**src/rtl/snes_pad_responder.sv**
```systemverilog
// SNES game pad emulator: captures the button word on host latch, then shifts it
// out LSB-first and active-low on each host pulse rising edge.
module snes_pad_responder #(
  parameter int SYNC_STAGES    = 2,
  parameter int TIMEOUT_CYCLES = 50000
) (
  input  logic        clk,
  input  logic        rst,
  input  logic [15:0] buttons,
  input  logic        latch_in,
  input  logic        pulse_in,
  output logic        data_out,
  output logic        busy,
  output logic [4:0]  bit_count,
  output logic        frame_done
);

  typedef enum logic [1:0] {IDLE, LATCHED, SHIFT, DONE} state_e;

  localparam logic [15:0] TIMEOUT_LAST = 16'(TIMEOUT_CYCLES - 1);

  state_e                 state_q, state_d;
  logic [SYNC_STAGES-1:0] latchSync_q, pulseSync_q;
  logic                   latchHist_q, pulseHist_q;
  logic [15:0]            shadow_q, shadow_d;
  logic [4:0]             count_q, count_d;
  logic [15:0]            timer_q, timer_d;
  logic                   frameDone_q, frameDone_d;

  logic latchS, pulseS, latchRise, pulseRise;

  assign latchS    = latchSync_q[SYNC_STAGES-1];
  assign pulseS    = pulseSync_q[SYNC_STAGES-1];
  assign latchRise = latchS & ~latchHist_q;
  assign pulseRise = pulseS & ~pulseHist_q;

  always_ff @(posedge clk) begin
    if (rst) begin
      state_q     <= IDLE;
      latchSync_q <= '0;
      pulseSync_q <= '0;
      latchHist_q <= 1'b0;
      pulseHist_q <= 1'b0;
      shadow_q    <= 16'hFFFF;
      count_q     <= 5'd0;
      timer_q     <= 16'd0;
      frameDone_q <= 1'b0;
    end else begin
      state_q     <= state_d;
      latchSync_q <= {latchSync_q[SYNC_STAGES-2:0], latch_in};
      pulseSync_q <= {pulseSync_q[SYNC_STAGES-2:0], pulse_in};
      latchHist_q <= latchS;
      pulseHist_q <= pulseS;
      shadow_q    <= shadow_d;
      count_q     <= count_d;
      timer_q     <= timer_d;
      frameDone_q <= frameDone_d;
    end
  end

  // A latch rise from any state restarts the frame and outranks a same-cycle pulse.
  always_comb begin
    state_d     = state_q;
    shadow_d    = shadow_q;
    count_d     = count_q;
    timer_d     = timer_q;
    frameDone_d = 1'b0;
    if (latchRise) begin
      state_d  = LATCHED;
      shadow_d = ~buttons;
      count_d  = 5'd0;
      timer_d  = 16'd0;
    end else begin
      case (state_q)
        LATCHED: begin
          if (latchS) begin
            shadow_d = ~buttons;
            count_d  = 5'd0;
          end else begin
            state_d = SHIFT;
            timer_d = 16'd0;
          end
        end
        SHIFT: begin
          if (pulseRise) begin
            shadow_d = {1'b0, shadow_q[15:1]};
            count_d  = count_q + 5'd1;
            timer_d  = 16'd0;
            if (count_q == 5'd15) begin
              state_d     = DONE;
              frameDone_d = 1'b1;
            end
          end else if (timer_q == TIMEOUT_LAST) begin
            state_d = IDLE;
            timer_d = 16'd0;
          end else begin
            timer_d = timer_q + 16'd1;
          end
        end
        default: begin
        end
      endcase
    end
  end

  always_comb begin
    data_out = shadow_q[0];
    if (state_q == IDLE) data_out = 1'b1;
    else if (state_q == DONE) data_out = 1'b0;
  end

  assign busy       = (state_q == LATCHED) || (state_q == SHIFT);
  assign bit_count  = count_q;
  assign frame_done = frameDone_q;

endmodule

```
**config.mk**
```make
export PLATFORM = sky130hd
export DESIGN_NAME = snes_pad_responder
export DESIGN_NICKNAME = d
export VERILOG_FILES = /design/src/rtl/snes_pad_responder.sv
export SDC_FILE = /design/constraint.sdc
export NUM_CORES = 1
export LEC_CHECK = 0
export BUFFER_PORTS_ARGS = -buffer_cell sky130_fd_sc_hd__buf_2
export CORE_ASPECT_RATIO = 1.1
export CORE_MARGIN = 2
export CORE_UTILIZATION = 35
export CTS_BUF_LIST = sky130_fd_sc_hd__clkbuf_4
export CTS_CLUSTER_SIZE = 24
export DETAILED_ROUTE_END_ITERATION = 10
export GPL_TIMING_DRIVEN = 0
export PLACE_DENSITY = 0.65
export REMOVE_ABC_BUFFERS = 1
export SLEW_MARGIN = 20
export SYNTH_ARGS = -nofsm -noshare
export SYNTH_HDL_FRONTEND = slang
export SYNTH_SLANG_ARGS = --single-unit
```
**constraint.sdc**
```tcl
create_clock -name clk -period 2.5 [get_ports clk]
set_clock_uncertainty 0.15 [all_clocks]
set_input_delay 0.125 -clock clk [delete_from_list [all_inputs] [get_ports clk]]
set_output_delay 0.125 -clock clk [all_outputs]
set_load 0.05 [all_outputs]
```
* Yosys cells after proc, flatten, opt, wreduce, memory -nomap -nowiden
Index checks and enable logic that the tools add are counted.
W data, S select, Z words.
** Storage, ports and cells
- Register bits :: 46
- Word-level logic and storage cells :: 65
- Output and inout port bits :: 8
** Cells by class
- Add/sub/neg operators :: 2
- Reduce and logical (&&, ||, !) cells :: 11
- Equality and inequality tests :: 15
- Mux-type cells :: 20
- Bitwise logic cells :: 7
** Operators with widths (number)
- $mux W16 :: 6
- $pmux W16 S2 :: 2
- $add A16 B1 Y16 const B :: 1
- $eq A16 B16 Y1 const B :: 1
- $not A16 Y16 :: 1
- $ne A3 B3 Y1 const B :: 5
- $mux W5 :: 2
- $pmux W5 S2 :: 1
- $mux W2 :: 4
- $ne A4 B4 Y1 const B :: 2
- $reduce_and A4 Y1 :: 2
- $ne A2 B2 Y1 const B :: 3
- $reduce_and A3 Y1 :: 2
- $add A5 B1 Y5 const B :: 1
- $eq A5 B4 Y1 const B :: 1
- $eq A2 B2 Y1 const B :: 2
- $mux W1 :: 4
- $not A1 Y1 :: 4
- $pmux W2 S2 :: 1
- $reduce_or A4 Y1 :: 1
- $reduce_bool A3 Y1 :: 1
- $and A1 B1 Y1 :: 2
- $eq A2 B1 Y1 const B :: 1
- $logic_not A2 Y1 :: 1
- other kinds (4) :: 4

* Longest topological paths before layout
- Depth in word-level cells :: 5
- Gate-level depth with buffers :: 9

* Least setup slack after synthesis
OpenSTA, ideal clock, no wires.
- Path type :: flip-flop to flip-flop
- From :: reg state_q[1]
- To :: reg timer_q[15]
- Stages on the path, launching flop included :: 9
- Buffers on the path :: 2
- Library setup time :: 0.080 ns
- Arrival time :: 2.237 ns
- Required time :: 2.270 ns
- Clock period less this slack :: 2.466 ns
- Setup slack :: 0.034 ns
- Path through :: dfxtp_1 -> inv_1 -> ha_1 -> and2_4 -> buf_6 -> or4_4 -> buf_6 -> or4_4 -> a211oi_2
** On the way
- Cells in the longest elaborated chain, start to end :: 3
- Elaborated cells between the ends (all ways) :: 6
- Classes of those cells :: eq/ne: 3; mux: 1; reduce/logical: 2
** RTL lines
- start: declaration :: RTL line 22 : state_e state_q, state_d;
- start signal: assignment :: RTL line 49 : state_q <= state_d;
- $eq A2 B1 Y1 or $eq A2 B2 Y1 (tied branches) :: RTL line 74 : case (state_q)
- $ne A2 B2 Y1 (no source line) or $reduce_bool A2 Y1 (tied branches)
- $reduce_and A2 Y1 (no source line)
- end signal: assignment :: RTL line 56 : timer_q <= timer_d;
- end: declaration :: RTL line 27 : logic [15:0] timer_q, timer_d;
Parallel ways exist; a longest one is shown, timed or not.
A chain may end at the register's enable or synchronous reset.

* Worst setup path after layout
Same ends and word-level chain as after synthesis.

==> run summary <==
The run finished with clean final reports. The worst setup path is launched from a register. The post-route met1 wirelength is 2250 um, and the final count of pins violating max slew is 0. The final layout contains routed wiring with a total length of 4820 um. The tools report the placement row count as 30.

Subtracting the final worst setup slack from the clock period gives 2.38 ns. The fraction of the cycle the final worst path needs was 95.2%. In this run, synthesis inferred 0 flip-flops with an integrated enable. The critical path required time is 2.63 ns.

Gate count of the mapped netlist: 258. Leading cell type in the layout, fill and taps excluded: dfxtp_1. The count of nets left with antenna violations once routing finished came out at 0. The arrival time reported for the critical path endpoint came out at 2.51 ns. The maximum fanout count along the critical path was 10; the number of warnings reported in the yosys synthesis log was 0. The synthesized design contains 46 register bits.

The initial antenna violation count was 0. Summed over all nets, wire length on met2 after detailed routing comes to 2390 um. Length of routed met3 wiring: 119 um. For this design the static power due to leakage is 0.995 nW. The die covers 7150 um^2. At the end of routability-driven placement, the weighted congestion stood at 0.776.

0 antenna diodes ended up in the layout. Dividing the detail-routed wire length by the instance count gives 12.9 um. Detailed routing inserted a total of 1,971 vias.

The first global-routing pass estimated 8300 um of wire. The floorplan step set the die width to 80.8 um. The via count of the first global-routing pass was 1,907. The path class of the tightest hold or removal check is in2reg. Clock tree synthesis selected as its root buffer the cell clkbuf_4. The post-route netlist has 22.4% of its cells at a drive strength greater than 1. The tools report the final HPWL from detailed placement as 3030 um.

The die boundary height works out to 88.5 um. The type of element capturing the critical path is a register. The longest clock path from root to sink contains 2 buffers. VDD sags by at most 0.365 mV.

Clock-pin slew was measured on the worst setup and hold paths at 0.13 ns. Start-to-end type of the worst setup path: reg2reg. After routing the design area is 2750 um^2. Post-synthesis average cell area: 8.80 um^2. The total area inside the core boundary comes to 6230 um^2. Most used flip-flop cell after synthesis: dfxtp_1.

For this configuration, the core starts out at a cell density of 36.4%. For the pin with the worst max-slew slack, the measured transition is 0.761 ns. After the first detailed-routing iteration, the DRC count stood at 79. The total congestion overflow is 0, and the achievable clock frequency is 0.420 GHz. In this run the top signal layer used is met4.

In the layout the commonest cells are 45 x dfxtp_1, 29 x nand2_1, 27 x buf_2. Using the TritonRoute via totals, the vias-per-cell ratio works out to 5.26. The run gives 0 ns as the final sum of negative setup slack.

The logs give 2 for the count of H-tree levels built during CTS and 2420 um^2 for the post-detailed-placement cell area. During I/O placement, the number of pins put on the boundary was 28. The share of synthesized flip-flops with an asynchronous set or reset is 0%, and the clock sink count is 46. Entering global routing, the biggest net connects 31 pins. For this run, design rule violations remaining after detail routing come to 0. The length of the first detailed-routing pass in iterations was 4; the max-cap violation count was 0.

In this run the cell area of the synthesized design comes to 2270 um^2. The number of clock buffers added by TritonCTS is 5. In this run the power density over the cells is 635 nW/um^2. Setup violations remaining at the end of the flow were counted as 0.

For the relative max-transition margin, the log shows 49.3%. The post-synthesis sequential area ratio is 40.6%. TritonCTS built the clock tree. The run gives 0.36 ns as the clock network latency to the later pin of the worst-skew pair. The tools report the total global routing track utilization as 14.6%. Setup repair after global routing left no endpoint under its margin.

The tools report the number of hold violations in the final report as 0. The area growth from synthesis to layout was 21.3%; the post-synthesis cell type count was 45. The number of nets in the final layout came out at 321.

The number of buffer cells added on primary ports came out at 27.
[state kept, by name (all words and copies together), names as in the netlist]
name	count
shadow_q	16
timer_q	16
bit_count	5
latchSync_q	2
pulseSync_q	2
state_q	2
frame_done	1
latchHist_q	1
pulseHist_q	1
[cells by family (layout without fill, tap and decap cells)]
logic type / after synthesis / count (layout) / share of synthesized area [%]
buf+inv: 23 / 60 / 4.63
fa+ha+maj: 7 / 7 / 3.86
flops: 46 / 46 / 40.6
simple gates: 122 / 122 / 30.6
xor+xnor: 6 / 6 / 2.32
compound gates: 54 / 54 / 18.0
[stage by stage]
stage	instances	utilization [%]	hold slack, ns	setup WS, ns	power (W)
CTS	374	43.8	0.0193	0.0511	0.00176
global route	375	44.2	0.0274	0.00214	0.00184
floorplan	241	-	0.0444	0.162	0.00109
finish	375	44.2	0.0277	0.120	0.00175
detailed placement	348	38.9	0.197	-0.696	0.00118
global placement	348	38.9	0.186	-0.655	0.00117
[power breakdown]
group	total (W)	switching [W]	internal [W]
clock	0.000550	0.000242	0.000308
sequential	0.000817	0.0000283	0.000789
combinational	0.000381	0.000223	0.000158
total	0.00175	0.000493	0.00126
[repair_timing]
item	4_1_cts	5_1_grt
hold buffers	18	0
hold endpoints to repair	18	0
setup endpoints to repair	29	22
pin swaps	0	2
resized for setup	6	5
gates cloned	0	0
buffers inserted	0	1
[path summary, 6_finish.rpt]
path | startpoint | endpoint | slack [ns] | depth (start not counted)
hold reg to reg | pulseSync_q[0] | pulseSync_q[1] | 0.30 | 1
hold / removal | rst | latchSync_q[0] | 0.03 | 2
setup reg to reg | state_q[1] | timer_q[15] | 0.12 | 6
setup / recovery | state_q[1] | timer_q[15] | 0.12 | 6
[synth_stat cells, types with 2 or more instances]
cell | count | area (um^2)
ha_1 | 7 | 87.6
or4_1 | 3 | 22.5
or3_1 | 8 | 50.1
nor2b_1 | 8 | 50.1
o211ai_1 | 2 | 15.0
a21oi_1 | 7 | 35.0
buf_6 | 2 | 22.5
a311o_1 | 15 | 150
or2_2 | 16 | 100
o21ai_0 | 10 | 50.1
nand4_1 | 4 | 25.0
nor2_1 | 7 | 26.3
nand2b_1 | 2 | 12.5
clkbuf_1 | 14 | 52.6
and3_1 | 19 | 119
dfxtp_1 | 46 | 921
o31ai_1 | 2 | 15.0
inv_1 | 6 | 22.5
or4_4 | 2 | 22.5
or4bb_1 | 2 | 22.5
nor3_1 | 7 | 35.0
a211oi_1 | 8 | 60.1
o22ai_1 | 2 | 12.5
nand3_1 | 4 | 20.0
nand2_1 | 31 | 116
xor2_1 | 2 | 17.5
xnor2_1 | 4 | 35.0
[layer usage]
metal	vias to the layer above	GRT usage [%]
li1	1008	-
met1	920	16.7
met2	37	27.0
met3	6	2.76
met4	0	5.08
met5	-	0
[worst max-delay path: stages, from the launching register on]
cell and delay, ns:
dfxtp_4 0.39, inv_1 0.06, ha_2 0.19, and2_4 0.20, or4_4 0.60, or4_4 0.50, a211oi_2 0.21
[area by class of cell]
class                           instances  area, um^2
Inverter                                6        22.5
Sequential cell                        46         925
Timing Repair Buffer                   46         323
Tap cell                               80         100
Multi-Input combinational cell        189        1280
Clock inverter                          3        63.8
Clock buffer                            5        37.5
Fill cell                             648        3480
No activity file was read; power rests on OpenSTA's default activity.
